==> src/rtl/trig_conditioner_if.sv <==
// Trigger conditioner signal bundle.
// The master side drives the raw trigger and sequencer status; the slave side
// (the conditioner) returns the start pulse, arm status, filtered level and miss count.
interface trig_conditioner_if #(
   parameter int MISS_W = 16
);
   logic              trig_in;
   logic              seq_busy;
   logic              miss_clr;
   logic              start;
   logic              armed;
   logic              trig_level;
   logic [MISS_W-1:0] miss_count;

   modport master (
      output trig_in, seq_busy, miss_clr,
      input  start, armed, trig_level, miss_count
   );

   modport slave (
      input  trig_in, seq_busy, miss_clr,
      output start, armed, trig_level, miss_count
   );
endinterface

==> src/rtl/trig_conditioner.sv <==
// Trigger conditioner for the RF pulse sequencer.
// The raw trigger pin passes through a synchroniser, then a glitch filter, then
// a rising-edge detector, and finally an arm/holdoff FSM. The FSM issues one start
// pulse per accepted trigger and counts triggers that arrive when it is not armed.
module trig_conditioner #(
   parameter int SYNC_STAGES    = 2,
   parameter int FILT_CYCLES    = 16,
   parameter int HOLDOFF_CYCLES = 24000,
   parameter int MISS_W         = 16
) (
   input logic               clk,
   input logic               rst_n,
   trig_conditioner_if.slave bus
);
   localparam int FCW = $clog2(FILT_CYCLES + 1);

   typedef enum logic [2:0] {
      S_WAITLOW,
      S_ARMED,
      S_FIRE,
      S_BUSY,
      S_HOLDOFF
   } state_t;

   logic [SYNC_STAGES-1:0] sync_reg;
   logic                   trig_s;
   logic [FCW-1:0]         filt_cnt_reg;
   logic                   trig_level_reg;
   logic                   level_prev_reg;
   logic                   rise_reg;
   logic                   mismatch;
   logic                   filt_done;
   state_t                 state_reg;
   state_t                 state_next;
   logic [31:0]            hold_cnt_reg;
   logic [31:0]            hold_cnt_next;
   logic                   start_int;
   logic                   armed_int;
   logic                   miss;
   logic [MISS_W-1:0]      miss_count_reg;

   // Synchroniser shift chain; resets high so a pin held high is not seen as an edge.
   always_ff @(posedge clk or negedge rst_n) begin
      if (!rst_n) begin
         sync_reg <= '1;
      end else begin
         sync_reg <= {sync_reg[SYNC_STAGES-2:0], bus.trig_in};
      end
   end

   assign trig_s    = sync_reg[SYNC_STAGES-1];
   assign mismatch  = (trig_s != trig_level_reg);
   // The FILT_CYCLES-th consecutive mismatching sample commits the new level.
   assign filt_done = mismatch && (filt_cnt_reg == FCW'(FILT_CYCLES - 1));

   // Glitch filter and registered rising-edge flag (high the cycle after the level rises).
   always_ff @(posedge clk or negedge rst_n) begin
      if (!rst_n) begin
         filt_cnt_reg   <= '0;
         trig_level_reg <= 1'b1;
         level_prev_reg <= 1'b1;
         rise_reg       <= 1'b0;
      end else begin
         level_prev_reg <= trig_level_reg;
         rise_reg       <= trig_level_reg & ~level_prev_reg;
         if (!mismatch || filt_done) begin
            filt_cnt_reg <= '0;
         end else begin
            filt_cnt_reg <= filt_cnt_reg + FCW'(1);
         end
         if (filt_done) begin
            trig_level_reg <= trig_s;
         end
      end
   end

   // FSM state and holdoff counter registers.
   always_ff @(posedge clk or negedge rst_n) begin
      if (!rst_n) begin
         state_reg    <= S_WAITLOW;
         hold_cnt_reg <= '0;
      end else begin
         state_reg    <= state_next;
         hold_cnt_reg <= hold_cnt_next;
      end
   end

   // Next-state logic and state-decoded outputs; start/armed drop as soon as reset asserts.
   always_comb begin
      state_next    = state_reg;
      hold_cnt_next = hold_cnt_reg;
      start_int     = 1'b0;
      armed_int     = 1'b0;
      case (state_reg)
         S_WAITLOW: begin
            if (!trig_level_reg) state_next = S_ARMED;
         end
         S_ARMED: begin
            armed_int = 1'b1;
            if (rise_reg) state_next = S_FIRE;
         end
         S_FIRE: begin
            start_int  = 1'b1;
            state_next = S_BUSY;
         end
         S_BUSY: begin
            if (!bus.seq_busy) begin
               if (HOLDOFF_CYCLES == 0) begin
                  state_next = S_WAITLOW;
               end else begin
                  state_next    = S_HOLDOFF;
                  hold_cnt_next = 32'(HOLDOFF_CYCLES - 1);
               end
            end
         end
         S_HOLDOFF: begin
            if (hold_cnt_reg == '0) begin
               state_next = S_WAITLOW;
            end else begin
               hold_cnt_next = hold_cnt_reg - 32'd1;
            end
         end
         default: begin
            state_next = S_WAITLOW;
         end
      endcase
   end

   // A rise seen in any state but ARMED is a rejected trigger, including the rise
   // that coincides with entering ARMED.
   assign miss = rise_reg && (state_reg != S_ARMED);

   // Saturating miss counter; a clear in the same cycle as a miss leaves a count of one.
   always_ff @(posedge clk or negedge rst_n) begin
      if (!rst_n) begin
         miss_count_reg <= '0;
      end else if (bus.miss_clr) begin
         miss_count_reg <= miss ? MISS_W'(1) : '0;
      end else if (miss && (miss_count_reg != '1)) begin
         miss_count_reg <= miss_count_reg + MISS_W'(1);
      end
   end

   assign bus.start      = start_int;
   assign bus.armed      = armed_int;
   assign bus.trig_level = trig_level_reg;
   assign bus.miss_count = miss_count_reg;
endmodule

==> src/flat_wrapper.sv <==
// flat-port wrapper written by rule: the top's interface ports become plain ports
module trig_conditioner_flat 
#(
   parameter int SYNC_STAGES    = 2,
   parameter int FILT_CYCLES    = 16,
   parameter int HOLDOFF_CYCLES = 24000,
   parameter int MISS_W         = 16
)
  (clk, rst_n, bus_trig_in, bus_seq_busy, bus_miss_clr, bus_start, bus_armed, bus_trig_level, bus_miss_count);
  trig_conditioner_if #(.MISS_W(MISS_W)) bus_i ();
  input logic clk;
  input logic rst_n;
  input wire logic [$bits(bus_i.trig_in)-1:0] bus_trig_in;
  input wire logic [$bits(bus_i.seq_busy)-1:0] bus_seq_busy;
  input wire logic [$bits(bus_i.miss_clr)-1:0] bus_miss_clr;
  output wire logic [$bits(bus_i.start)-1:0] bus_start;
  output wire logic [$bits(bus_i.armed)-1:0] bus_armed;
  output wire logic [$bits(bus_i.trig_level)-1:0] bus_trig_level;
  output wire logic [$bits(bus_i.miss_count)-1:0] bus_miss_count;
  assign bus_i.trig_in = bus_trig_in;
  assign bus_i.seq_busy = bus_seq_busy;
  assign bus_i.miss_clr = bus_miss_clr;
  assign bus_start = bus_i.start;
  assign bus_armed = bus_i.armed;
  assign bus_trig_level = bus_i.trig_level;
  assign bus_miss_count = bus_i.miss_count;
  trig_conditioner #(.SYNC_STAGES(SYNC_STAGES), .FILT_CYCLES(FILT_CYCLES), .HOLDOFF_CYCLES(HOLDOFF_CYCLES), .MISS_W(MISS_W)) u_core (.clk(clk), .rst_n(rst_n), .bus(bus_i));
endmodule
==> config.mk <==
export PLATFORM = sky130hd
export DESIGN_NAME = trig_conditioner_flat
export DESIGN_NICKNAME = d
export VERILOG_FILES = /design/src/rtl/trig_conditioner_if.sv /design/src/rtl/trig_conditioner.sv /design/src/flat_wrapper.sv
export SDC_FILE = /design/constraint.sdc
export NUM_CORES = 1
export LEC_CHECK = 0
export CAP_MARGIN = 20
export CORE_ASPECT_RATIO = 2
export CORE_UTILIZATION = 50
export DETAILED_ROUTE_END_ITERATION = 10
export PLACE_DENSITY_LB_ADDON = 0.08
export SYNTH_ARGS = -nofsm -noshare
export SYNTH_HDL_FRONTEND = slang
export SYNTH_SLANG_ARGS = --single-unit
==> constraint.sdc <==
create_clock -name clk -period 2.05 [get_ports clk]
set_input_delay 0.41 -clock clk [delete_from_list [all_inputs] [get_ports clk]]
set_output_delay 0.41 -clock clk [all_outputs]
set_load 0.05 [all_outputs]
==> results of run 1 <==
-- repair_timing --
item | CTS | global route
hold buffers | 0 | 0
resized for setup | 1 | 9
setup endpoints to repair | 1 | 12
setup buffers | 0 | 4
pin swaps | 0 | 5
-- synthesized netlist by cell type, types with 5 or more instances --
master	n
or4_1	10
dfrtp_1	57
nand3_1	12
clkbuf_1	7
nand4_1	6
nor4_1	8
o21ai_0	6
and3_1	11
xnor2_1	17
nor2_1	42
o31ai_1	6
or3_1	7
and4_1	5
nand2b_1	5
inv_1	8
a211oi_1	5
xor2_1	5
mux2i_1	13
nand2_1	27
a21oi_1	14
nor3_1	12
-- path summary, 6_finish.rpt --
kind / startpoint / endpoint / slack (ps) / cells after the start
max: u_core.hold_cnt_reg[7] / u_core.hold_cnt_reg[29] / 30 / 5
min: rst_n / u_core.filt_cnt_reg[0] / 80 / 2
max reg2reg: u_core.hold_cnt_reg[7] / u_core.hold_cnt_reg[29] / 30 / 5
min reg2reg: u_core.sync_reg[0] / u_core.sync_reg[1] / 350 / 0
max in group asynchronous: rst_n / u_core.level_prev_reg / 1660 / 2
min in group clk: u_core.sync_reg[0] / u_core.sync_reg[1] / 350 / 0
-- report_power, final --
group / internal [mW] / total (mW) / switching, mW
sequential: 1.23 / 1.24 / 0.0145
clock: 0.878 / 1.37 / 0.495
combinational: 0.0353 / 0.0890 / 0.0537
total: 2.14 / 2.70 / 0.564
-- worst register-to-register path: cells and delay by family (launching register included) --
family / cells / cell delay (ps)
and+or+nand+nor: 3 / 910
AOI/OAI and AO/OA: 2 / 630
DFF: 1 / 410
-- final cells by class --
class | count | area [sq um] | area share
Multi-Input combinational cell | 246 | 1630 | 0.387
Sequential cell | 61 | 1540 | 0.366
Timing Repair Buffer | 73 | 632 | 0.150
Clock buffer | 14 | 264 | 0.0628
Tap cell | 84 | 105 | 0.0250
Inverter | 8 | 30.0 | 0.00714
Clock inverter | 2 | 10.0 | 0.00238
-- through the flow --
| stage | utilization | instance area [sq um] | setup WS, ps | hold WS [ps] |
|---|---|---|---|---|
| 2_1_floorplan | - | 3240 | -6.00 | 114 |
| 3_3_place_gp | 0.634 | 3870 | -48.2 | 349 |
| 4_1_cts | 0.679 | 4150 | 34.1 | 92.2 |
| 5_1_grt | 0.689 | 4210 | -70.5 | 118 |
| 6_report | 0.689 | 4210 | 30.5 | 75.2 |
| 3_5_place_dp | 0.634 | 3870 | 32.3 | 348 |
-- cells by family after synthesis --
group	Yosys count	share of synthesized area
flops	61	0.479
simple gates	160	0.278
buf+inv	19	0.0250
xor+xnor	22	0.0602
mux	14	0.0442
fa+ha+maj	4	0.0157
compound gates	46	0.0978
-- layer usage --
metal / up-vias / share of wire / GRT usage
li1: 1345 / - / -
met1: 1356 / 0.35 / 0.222
met2: 46 / 0.60 / 0.492
met3: 19 / 0.025 / 0.0506
met4: 0 / 0.028 / 0.124
met5: - / 0 / 0
==> results.tsv, run 1 <==
stage	metric	value	unit
timing	final period utilization	0.985	
logic_synthesis	post-synth top area cell	dfrtp_1	
worst_setup_path	cell family with most CP delay	simple AND/OR/NAND/NOR gates	
worst_setup_path	slowest stage delay, CP	500	ps
detailed_routing	DR vias	2766	
clock_tree	H-tree levels	3	
timing	fmax	495	MHz
timing	final hold vios	0	
timing	final setup vio count	0	
worst_setup_path	CP cell instances	nor3_4 -> nand4_4 -> a2111o_1 -> or4_4 -> a21oi_2	
power_and_ir_drop	Max rail drop VDD	0.539	mV
worst_setup_path	worst-path fanout max	6	
floorplan	# IOs	24	
final_layout	most frequent cells in the layout	dfrtp_1, buf_4, nor2_1	
logic_synthesis	Syn. warnings	0	
detailed_routing	routed wire length	7430	um
grt	initial antenna violation count	0	
placement	# port buffers	23	
logic_synthesis	Synth async-reset ratio	1.00	
grt	gr usage total	0.248	
grt	pin count of the biggest net entering global routing	62	
timing	Final min period	2020	ps
clock_tree	root buffer cell	clkbuf_16	
floorplan	Die H	115	um
detailed_routing	router iterations before antenna repair	4	
logic_synthesis	Post-Syn Area	3200	sq um
worst_setup_path	Worst Path Buf+Inv	0	
final_layout	share of cells above drive strength 1	0.235	
logic_synthesis	Post-Synthesis Cells	326	
clock_tree	Num CTS Buffers	9	
detailed_routing	vias per cell	5.67	
logic_synthesis	Post-synth EDFFs	0	
placement	Post-DP HPWL	5480	um
clock_tree	clock tree buffer depth	2	
worst_hold_path	worst min-delay path category	input pin to async pin	
logic_synthesis	post-synth top area share	0.446	
final_layout	fin cells	488	
logic_synthesis	Mapped Avg Cell Area	9.81	sq um
timing	Slew HR	0.633	
worst_setup_path	Critical-path top delay cell	a2111o_1	
floorplan	Initial Util	0.524	
detailed_routing	1st-iter DRT viols	130	
logic_synthesis	dominant synthesized flop cell	dfrtp_1	
final_layout	Area Overhead vs Synth	31.5	%
logic_synthesis	register area share after synthesis	0.479	
worst_setup_path	Worst Setup End Kind	flip-flop	
final_layout	commonest non-fill, non-tap cell in the layout	dfrtp_1	
power_and_ir_drop	overall power	2.70	mW
final_layout	Net count, final	408	
logic_synthesis	syn nets	335	
final_layout	filler instances	523	
floorplan	core area	6110	sq um
floorplan	Site Rows	40	
timing	Least-Margin Pin Slew	537	ps
logic_synthesis	top cells by area, synth	dfrtp_1, nor2_1, xnor2_1	
logic_synthesis	post-synthesis register bit count	61	
floorplan	Die W	58.6	um
grt	grt ovf	0	
final_layout	max reg flops	32	
worst_setup_path	worst setup path class	flip-flop to flip-flop	
worst_setup_path	CP Launch Type	flip-flop	
timing	Worst Skew	7.88	ps
placement	RePlAce Congestion	0.826	
detailed_routing	drt drc	0	
power_and_ir_drop	PD cells	643	nW/um^2
floorplan	die area	6740	sq um
timing	RSZ-0062 raised after global routing	true	
worst_setup_path	WP data arrival	2280	ps
clock_tree	Clock transition at path regs	50	ps
clock_tree	CTS tree	done	
worst_setup_path	WP data required	2310	ps
detailed_routing	Avg WL per Cell	15.2	um
detailed_routing	ANT nets after route	0	
outcome	status	completed	
final_layout	# diodes	0	
timing	Slew Limit Fails	0	
power_and_ir_drop	leakage power	1.73	nW
clock_tree	clock latency at the later pin of the worst-skew pair	330	ps
grt	vias in the first global route	2858	
timing	Setup TNS Final	0	ps
placement	placed cell count	468	
logic_synthesis	Netlist cell types	49	
flow_run	Max-Cap Viols	0	
grt	first-pass GRT wire length	12300	um
clock_tree	Sink Count	61	
Power figures use the tool's default switching activity.
==> run 2, diff against run 1 <==
- MAX_ROUTING_LAYER: unset -> met4
==> run 2 against run 1 <==
Global-route usage rose by 0.75 points. Maximum frequency barely moved. Sequential power barely moved. Die area did not move. Critical endpoint unchanged.
==> results.tsv, run 2 (synthesis results as in run 1) <==
stage	metric	value	unit
timing	Slew Limit Fails	0	
clock_tree	clock tree buffer depth	2	
outcome	status	completed	
final_layout	commonest non-fill, non-tap cell in the layout	dfrtp_1	
worst_setup_path	worst-path fanout max	6	
detailed_routing	1st-iter DRT viols	133	
grt	initial antenna violation count	0	
power_and_ir_drop	Max rail drop VDD	0.538	mV
power_and_ir_drop	Psw	568	uW
timing	Final min period	2020	ps
power_and_ir_drop	Clock power frac	0.509	
worst_setup_path	slowest stage delay, CP	500	ps
detailed_routing	routed wire length	7440	um
final_layout	Area Overhead vs Synth	31.5	%
clock_tree	CTS tree	done	
power_and_ir_drop	PD cells	644	nW/um^2
worst_setup_path	Worst Path Buf+Inv	0	
worst_hold_path	worst min-delay path category	input pin to async pin	
power_and_ir_drop	internal cell power	2.14	mW
detailed_routing	router iterations before antenna repair	4	
final_layout	fin cells	488	
worst_setup_path	WP data arrival	2280	ps
detailed_routing	vias per cell	5.67	
timing	Setup TNS Final	0	ps
flow_run	Max-Cap Viols	0	
placement	Post-DP HPWL	5480	um
power_and_ir_drop	leakage power	1.73	nW
final_layout	max reg flops	32	
timing	RSZ-0062 raised after global routing	true	
clock_tree	H-tree levels	3	
floorplan	Initial Util	0.524	
final_layout	# diodes	0	
placement	placed cell count	468	
worst_setup_path	Critical-path top delay cell	a2111o_1	
timing	final setup vio count	0	
power_and_ir_drop	sequential fraction of design power	0.458	
floorplan	Site Rows	40	
worst_setup_path	CP Launch Type	flip-flop	
floorplan	Die W	58.6	um
detailed_routing	ANT nets after route	0	
floorplan	Die H	115	um
worst_setup_path	cell family with most CP delay	simple AND/OR/NAND/NOR gates	
final_layout	Net count, final	408	
detailed_routing	Avg WL per Cell	15.3	um
timing	final period utilization	0.986	
clock_tree	Clock transition at path regs	50	ps
grt	first-pass GRT wire length	12300	um
clock_tree	root buffer cell	clkbuf_16	
placement	placed cell area	3870	sq um
worst_setup_path	CP cell instances	nor3_4 -> nand4_4 -> a2111o_1 -> or4_4 -> a21oi_2	
worst_setup_path	Worst Setup End Kind	flip-flop	
power_and_ir_drop	overall power	2.71	mW
grt	pin count of the biggest net entering global routing	62	
timing	Least-Margin Pin Slew	537	ps
timing	final hold vios	0	
final_layout	share of cells above drive strength 1	0.235	
detailed_routing	uppermost layer routed	met4	
final_layout	filler instances	523	
clock_tree	Num CTS Buffers	9	
timing	fmax	495	MHz
floorplan	die area	6740	sq um
floorplan	# IOs	24	
clock_tree	clock latency at the later pin of the worst-skew pair	330	ps
detailed_routing	met1 WL	2580	um
final_layout	Finished Cell Area	4210	sq um
final_layout	Final Util	0.689	
grt	grt ovf	0	
power_and_ir_drop	switching share of power	0.210	
detailed_routing	DR vias	2765	
timing	Slew HR	0.633	
worst_setup_path	WP data required	2310	ps
timing	Worst Skew	6.97	ps
detailed_routing	drt drc	0	
worst_setup_path	worst setup path class	flip-flop to flip-flop	
detailed_routing	metal2 WL	4500	um
grt	vias in the first global route	2854	
final_layout	most frequent cells in the layout	dfrtp_1, buf_4, nor2_1	
placement	# port buffers	23	
floorplan	core area	6110	sq um
grt	gr usage total	0.255	
power_and_ir_drop	combinational power share	0.033	
detailed_routing	DR WL met3	163	um
placement	RePlAce Congestion	0.838	
clock_tree	Sink Count	61	
run 2: cell counts in the layout (fill, tap and decap cells not counted):
Identical to the previous run, type by type.
run 2: worst reg2reg max path, stage by stage, from the launching register on:
cell and delay, ps:
dfrtp_1 410, nor3_4 310, nand4_4 160, a2111o_1 500, or4_4 440, a21oi_2 130
run 2: worst paths after layout:
kind,from,end,slack (ps),cells past startpoint
setup / recovery,u_core.hold_cnt_reg[7],u_core.hold_cnt_reg[29],30,5
hold / removal,rst_n,u_core.filt_cnt_reg[0],70,2
setup reg to reg,u_core.hold_cnt_reg[7],u_core.hold_cnt_reg[29],30,5
hold reg to reg,u_core.sync_reg[0],u_core.sync_reg[1],350,0
max in group asynchronous,rst_n,u_core.level_prev_reg,1670,2
min in group clk,u_core.sync_reg[0],u_core.sync_reg[1],350,0
run 2: layer usage:
layer | track usage | vias to the layer above
met2 | 0.491 | 42
met5 | - | -
met1 | 0.223 | 1361
li1 | - | 1343
met4 | 0.124 | 0
met3 | 0.0506 | 19
run 2: area by class of cell:
type	instances	area, sq um	share of cell area
sequential	61	1540	0.366
clock buffer	14	264	0.0628
tap	84	105	0.0250
inverter	8	30.0	0.00714
timing repair buffer	73	632	0.150
multi-input combinational	246	1630	0.387
clock inverter	2	10.0	0.00238
run 2: through the flow:
stage	setup WS (ps)	hold WS [ps]
floorplan	-6.00	114
global placement	-48.2	349
CTS	34.1	92.2
global route	-70.5	121
detailed placement	32.3	348
finish	29.6	70.9
run 2: what timing repair did:
action / 4_1_cts / 5_1_grt
gates resized for setup: 1 / 9
pin swaps: 0 / 5
buffers inserted: 0 / 4
hold buffers: 0 / 0
endpoints found under the setup margin: 1 / 12
run 2: power by group through the flow:
stage	sequential, mW	clock [mW]	combinational [mW]
2_1_floorplan	1.26	0	0.0338
3_3_place_gp	1.26	0	0.0875
3_5_place_dp	1.26	0	0.0901
4_1_cts	1.24	1.40	0.0905
5_1_grt	1.24	1.46	0.100
6_report	1.24	1.38	0.0888
==> edit 1 (config.mk and constraints of run 2) <==
The 5 states of `state_t` get a one-hot encoding in 5 bits.
--- a/src/rtl/trig_conditioner.sv
+++ b/src/rtl/trig_conditioner.sv
@@ -14,12 +14,12 @@
 );
    localparam int FCW = $clog2(FILT_CYCLES + 1);
 
-   typedef enum logic [2:0] {
-      S_WAITLOW,
-      S_ARMED,
-      S_FIRE,
-      S_BUSY,
-      S_HOLDOFF
+   typedef enum logic [4:0] {
+      S_WAITLOW = 5'b00001,
+      S_ARMED   = 5'b00010,
+      S_FIRE    = 5'b00100,
+      S_BUSY    = 5'b01000,
+      S_HOLDOFF = 5'b10000
    } state_t;
 
    logic [SYNC_STAGES-1:0] sync_reg;
Check against the original RTL: same outputs for any inputs over 10 cycles, from zero or initial values and one cycle with rst_n low; not proved beyond that.
==> edit 1 against run 2 <==
  * The run now ends with negative setup slack left
  * Critical path type unchanged
  * Via count increased by 15%
  * Die area rose by 3.3%
  * Synthesized area rose by 3.4%
  * Sequential cell count grew 2
  * Worst setup slack got worse by 0.47 ns
  * Final area up 18%
  * Critical endpoint is now u_core.hold_cnt_reg[21]
  * Routed wire length is 30% higher
Power is not compared: it rests on default switching activity, and its combinational part moved more than twofold at a synthesized area within 25%.
==> edit 1: results <==
group,metric,value,unit
grt,grt_pass1_vias,3346,
timing,finalSetupViolCount,34,
route,drt-pass1-iter-count,5,
synthesis,ys_types,51,
route,drtIter0Drc,153,
clock_network,insertion_delay,0.33,ns
synthesis,syn-num-nets,342,
cells_and_area,drive_above_1_share,37.64,%
synthesis,syn_inst,333,
grt,grt_max_degree,64,
placement,hpwl,6041,µm
placement,dp_cells,497,
placement,pre_cts_ws,-0.4852,ns
timing,worst_slack,-0.4442,ns
route,detail_route.vias_per_cell,5.927,
placement,place_congestion,0.9040,
critical_path,cp.arrival,2.75,ns
timing,worstMarginPinSlew,0.5641,ns
synthesis,synth_xor_area_share,5.299,%
synthesis,ys_seq_area_share,47.88,%
synthesis,synth-adder-area-share,1.514,%
outcome,status,"complete, but fails checks",
critical_path,crit_slowest_cell,"or4b_4",
synthesis,synth_compound_area_share,16.28,%
route,finalWirelength,9662,µm
critical_path,startpoint,"u_core.hold_cnt_reg[0]",
timing,tns,-9.015,ns
outcome,violations,"negative setup slack",
synthesis,synth_top_cells_by_count,"dfrtp_1, nor2_1, nand2_1, xnor2_1, a21oi_1",
critical_path,worstSetupEndpoint,"u_core.hold_cnt_reg[21]",
cells_and_area,nets,453,
synthesis,yosys.area.top_type_share,43.91,%
clock_network,cts-root-buf,"clkbuf_16",
synthesis,synthTopCellsByArea,"dfrtp_1, xnor2_1, dfstp_2",
timing,worst_clock_skew,0.004680,ns
synthesis,synth_mux_area_share,2.157,%
route,vias,3171,
==> edit 1: how the worst min path moves through the flow <==
| stage | to | startpoint | slack, ns | cells after the start |
|---|---|---|---|---|
| floorplan | u_core.bus.miss_count[0] | rst_n | 0.11 | 0 |
| global placement | u_core.sync_reg[1] | u_core.sync_reg[0] | 0.35 | 0 |
| detailed placement | u_core.sync_reg[1] | u_core.sync_reg[0] | 0.35 | 0 |
| CTS | u_core.bus.miss_count[12] | rst_n | 0.09 | 2 |
| global route | u_core.bus.miss_count[12] | rst_n | 0.11 | 2 |
| finish | u_core.bus.miss_count[12] | rst_n | 0.07 | 2 |
==> edit 1: what timing repair did <==
item / CTS / global route
endpoints found under the setup margin: 37 / 42
gates resized for setup: 46 / 23
hold buffers: 0 / 0
setup buffers: 14 / 8
pin swaps: 14 / 13
cloned: 1 / 1
==> edit 1: cell type report <==
class | instances | area [µm²]
fillers | 448 | 1418
repair buffers | 116 | 1033
multi-input cells | 246 | 1901
clock inverters | 5 | 32.53
well taps | 86 | 107.6
flip-flops and latches | 63 | 1587
clock buffers | 11 | 252.7
inverters | 8 | 30.03
==> edit 1: where the power goes <==
group / switching [mW] / internal (mW) / total [mW]
Clock: 0.549 / 0.878 / 1.43
Combinational: 0.198 / 0.173 / 0.371
Sequential: 0.0434 / 1.29 / 1.34
==> edit 1: per-layer routing <==
layer | wire, µm | share of wire, % | GRT usage [%] | up-vias
li1 | - | - | - | 1472
met1 | 3283 | 34 | 27.49 | 1570
met2 | 5581 | 58 | 54.23 | 89
met3 | 310 | 3.2 | 4.615 | 40
met4 | 486 | 5.0 | 23.72 | 0
met5 | 0 | 0 | - | -
==> edit 2 (flow settings as in run 2) <==
Without the edit above. `MISS_W` is set to 16 in 3 places; all go to 32.
--- a/src/rtl/trig_conditioner_if.sv
+++ b/src/rtl/trig_conditioner_if.sv
@@ -2,7 +2,7 @@
 // The master side drives the raw trigger and sequencer status; the slave side
 // (the conditioner) returns the start pulse, arm status, filtered level and miss count.
 interface trig_conditioner_if #(
-   parameter int MISS_W = 16
+   parameter int MISS_W = 32
 );
    logic              trig_in;
    logic              seq_busy;
--- a/src/rtl/trig_conditioner.sv
+++ b/src/rtl/trig_conditioner.sv
@@ -6,7 +6,7 @@
    parameter int SYNC_STAGES    = 2,
    parameter int FILT_CYCLES    = 16,
    parameter int HOLDOFF_CYCLES = 24000,
-   parameter int MISS_W         = 16
+   parameter int MISS_W         = 32
 ) (
    input logic               clk,
    input logic               rst_n,
--- a/src/flat_wrapper.sv
+++ b/src/flat_wrapper.sv
@@ -4,7 +4,7 @@
    parameter int SYNC_STAGES    = 2,
    parameter int FILT_CYCLES    = 16,
    parameter int HOLDOFF_CYCLES = 24000,
-   parameter int MISS_W         = 16
+   parameter int MISS_W         = 32
 )
   (clk, rst_n, bus_trig_in, bus_seq_busy, bus_miss_clr, bus_start, bus_armed, bus_trig_level, bus_miss_count);
   trig_conditioner_if #(.MISS_W(MISS_W)) bus_i ();
Interface: changed (resized bus_miss_count); port bits go from 24 to 40. No check against the original RTL was run, so the function may have changed too.
==> edit 2 against run 2 <==
  * The flow now finishes with violations (negative hold slack, negative setup slack)
  * Clock power rose by 4%
  * Cell count rose by 38%
  * Sequential cell count rose by 16
  * Fmax fell by 6.9%
  * Synthesized area rose by 30%
  * Final area rose by 43%
  * Total power rose by 14%
  * Routed wire length rose by 61%
  * Count of clock-buffer cells in the layout did not move
  * Worst setup slack got worse by 0.15 ns
  * Utilization rose by 6.2 points
  * Highest routed layer unchanged
==> edit 2: results <==
group,metric,value,unit
outcome,status,"complete, but fails checks",
outcome,violations,"negative hold slack, negative setup slack",
power,seq_power_share,50.4,%
critical_path,slowest_delay,0.58,ns
cells_and_area,n_fill_cell,575,
placement,port_buffers,39,
cells_and_area,nets,579,
timing,finalSetupViolCount,18,
route,wl_met2,6952,µm
grt,grt_max_degree,51,
synthesis,syn-num-nets,448,
grt,track_usage,28.90,%
grt,met2_usage,52.08,%
timing,whs,-0.002232,ns
route,avgRoutedWirePerCell,17.90,µm
cells_and_area,multi_input_cells,332,
route,vias,4054,
cells_and_area,multi_input_area_share,40.09,%
cells_and_area,postLayoutCoreUtil,75.05,%
cells_and_area,drive_above_1_share,36.87,%
cells_and_area,seq_cells,77,
power,clock_power,1.43,mW
synthesis,ys_types,58,
grt,grt_use_met3,3.472,%
cells_and_area,seqCellArea,1958,µm²
critical_path,r2r-start,"u_core.bus.miss_count[9]",
placement,place_area,5305,µm²
synthesis,ys_seq_area_share,46.32,%
route,drtIter0Drc,275,
grt,grt_pass1_wl,18820,µm
timing,worst_clock_skew,0.006848,ns
cells_and_area,bufAreaShareNonClock,20.09,%
timing,worst_slack,-0.1211,ns
timing,slew_headroom,65.00,%
critical_path,reg2reg_to,"u_core.bus.miss_count[29]",
cells_and_area,nNonClkBuffers,137,
cells_and_area,clkCellAreaFrac,4.397,%
placement,place_congestion,0.9010,
cells_and_area,n_all_inverters,13,
timing,hold_viol,4,
critical_path,cp.arrival,2.43,ns
placement,hpwl,8252,µm
critical_path,critical_path.max_fanout,7,
grt,use_met1,28.35,%
power,ir_drop,515.2,µV
power,swShare,21.40,%
synthesis,synthTopCellsByArea,"dfrtp_1, nor2_1, a21oi_1",
route,met1Wirelength,4216,µm
die,die_x,66.58,µm
-- edit 2: metrics by stage --
step	setup TNS, ns	instances	worst slack [ns]	total power [mW]
floorplan	-2.405	439	-0.1964	1.612
global placement	-1.209	636	-0.2341	1.673
detailed placement	-2.337	636	-0.2538	1.678
CTS	-0.6001	657	-0.09071	3.106
global route	-1.793	671	-0.1385	3.187
finish	-1.048	671	-0.1211	3.084
-- edit 2: cell families after synthesis --
kind of cell               Yosys count  share of synthesized area, %
AOI/OAI and AO/OA                   86                         13.80
xor gates and xnor gates            17                         3.570
adders and majority gates            4                         1.200
buffers and inverters               32                         3.090
DFF                                 77                         46.32
muxes                               14                         3.570
and+or+nand+nor                    209                         28.44
-- edit 2: timing repair --
action / CTS / global route
pin swaps: 5 / 13
endpoints found under the hold margin: 0 / 0
setup buffers: 5 / 13
setup endpoints to repair: 35 / 49
resized for setup: 15 / 57
gates cloned: 0 / 2
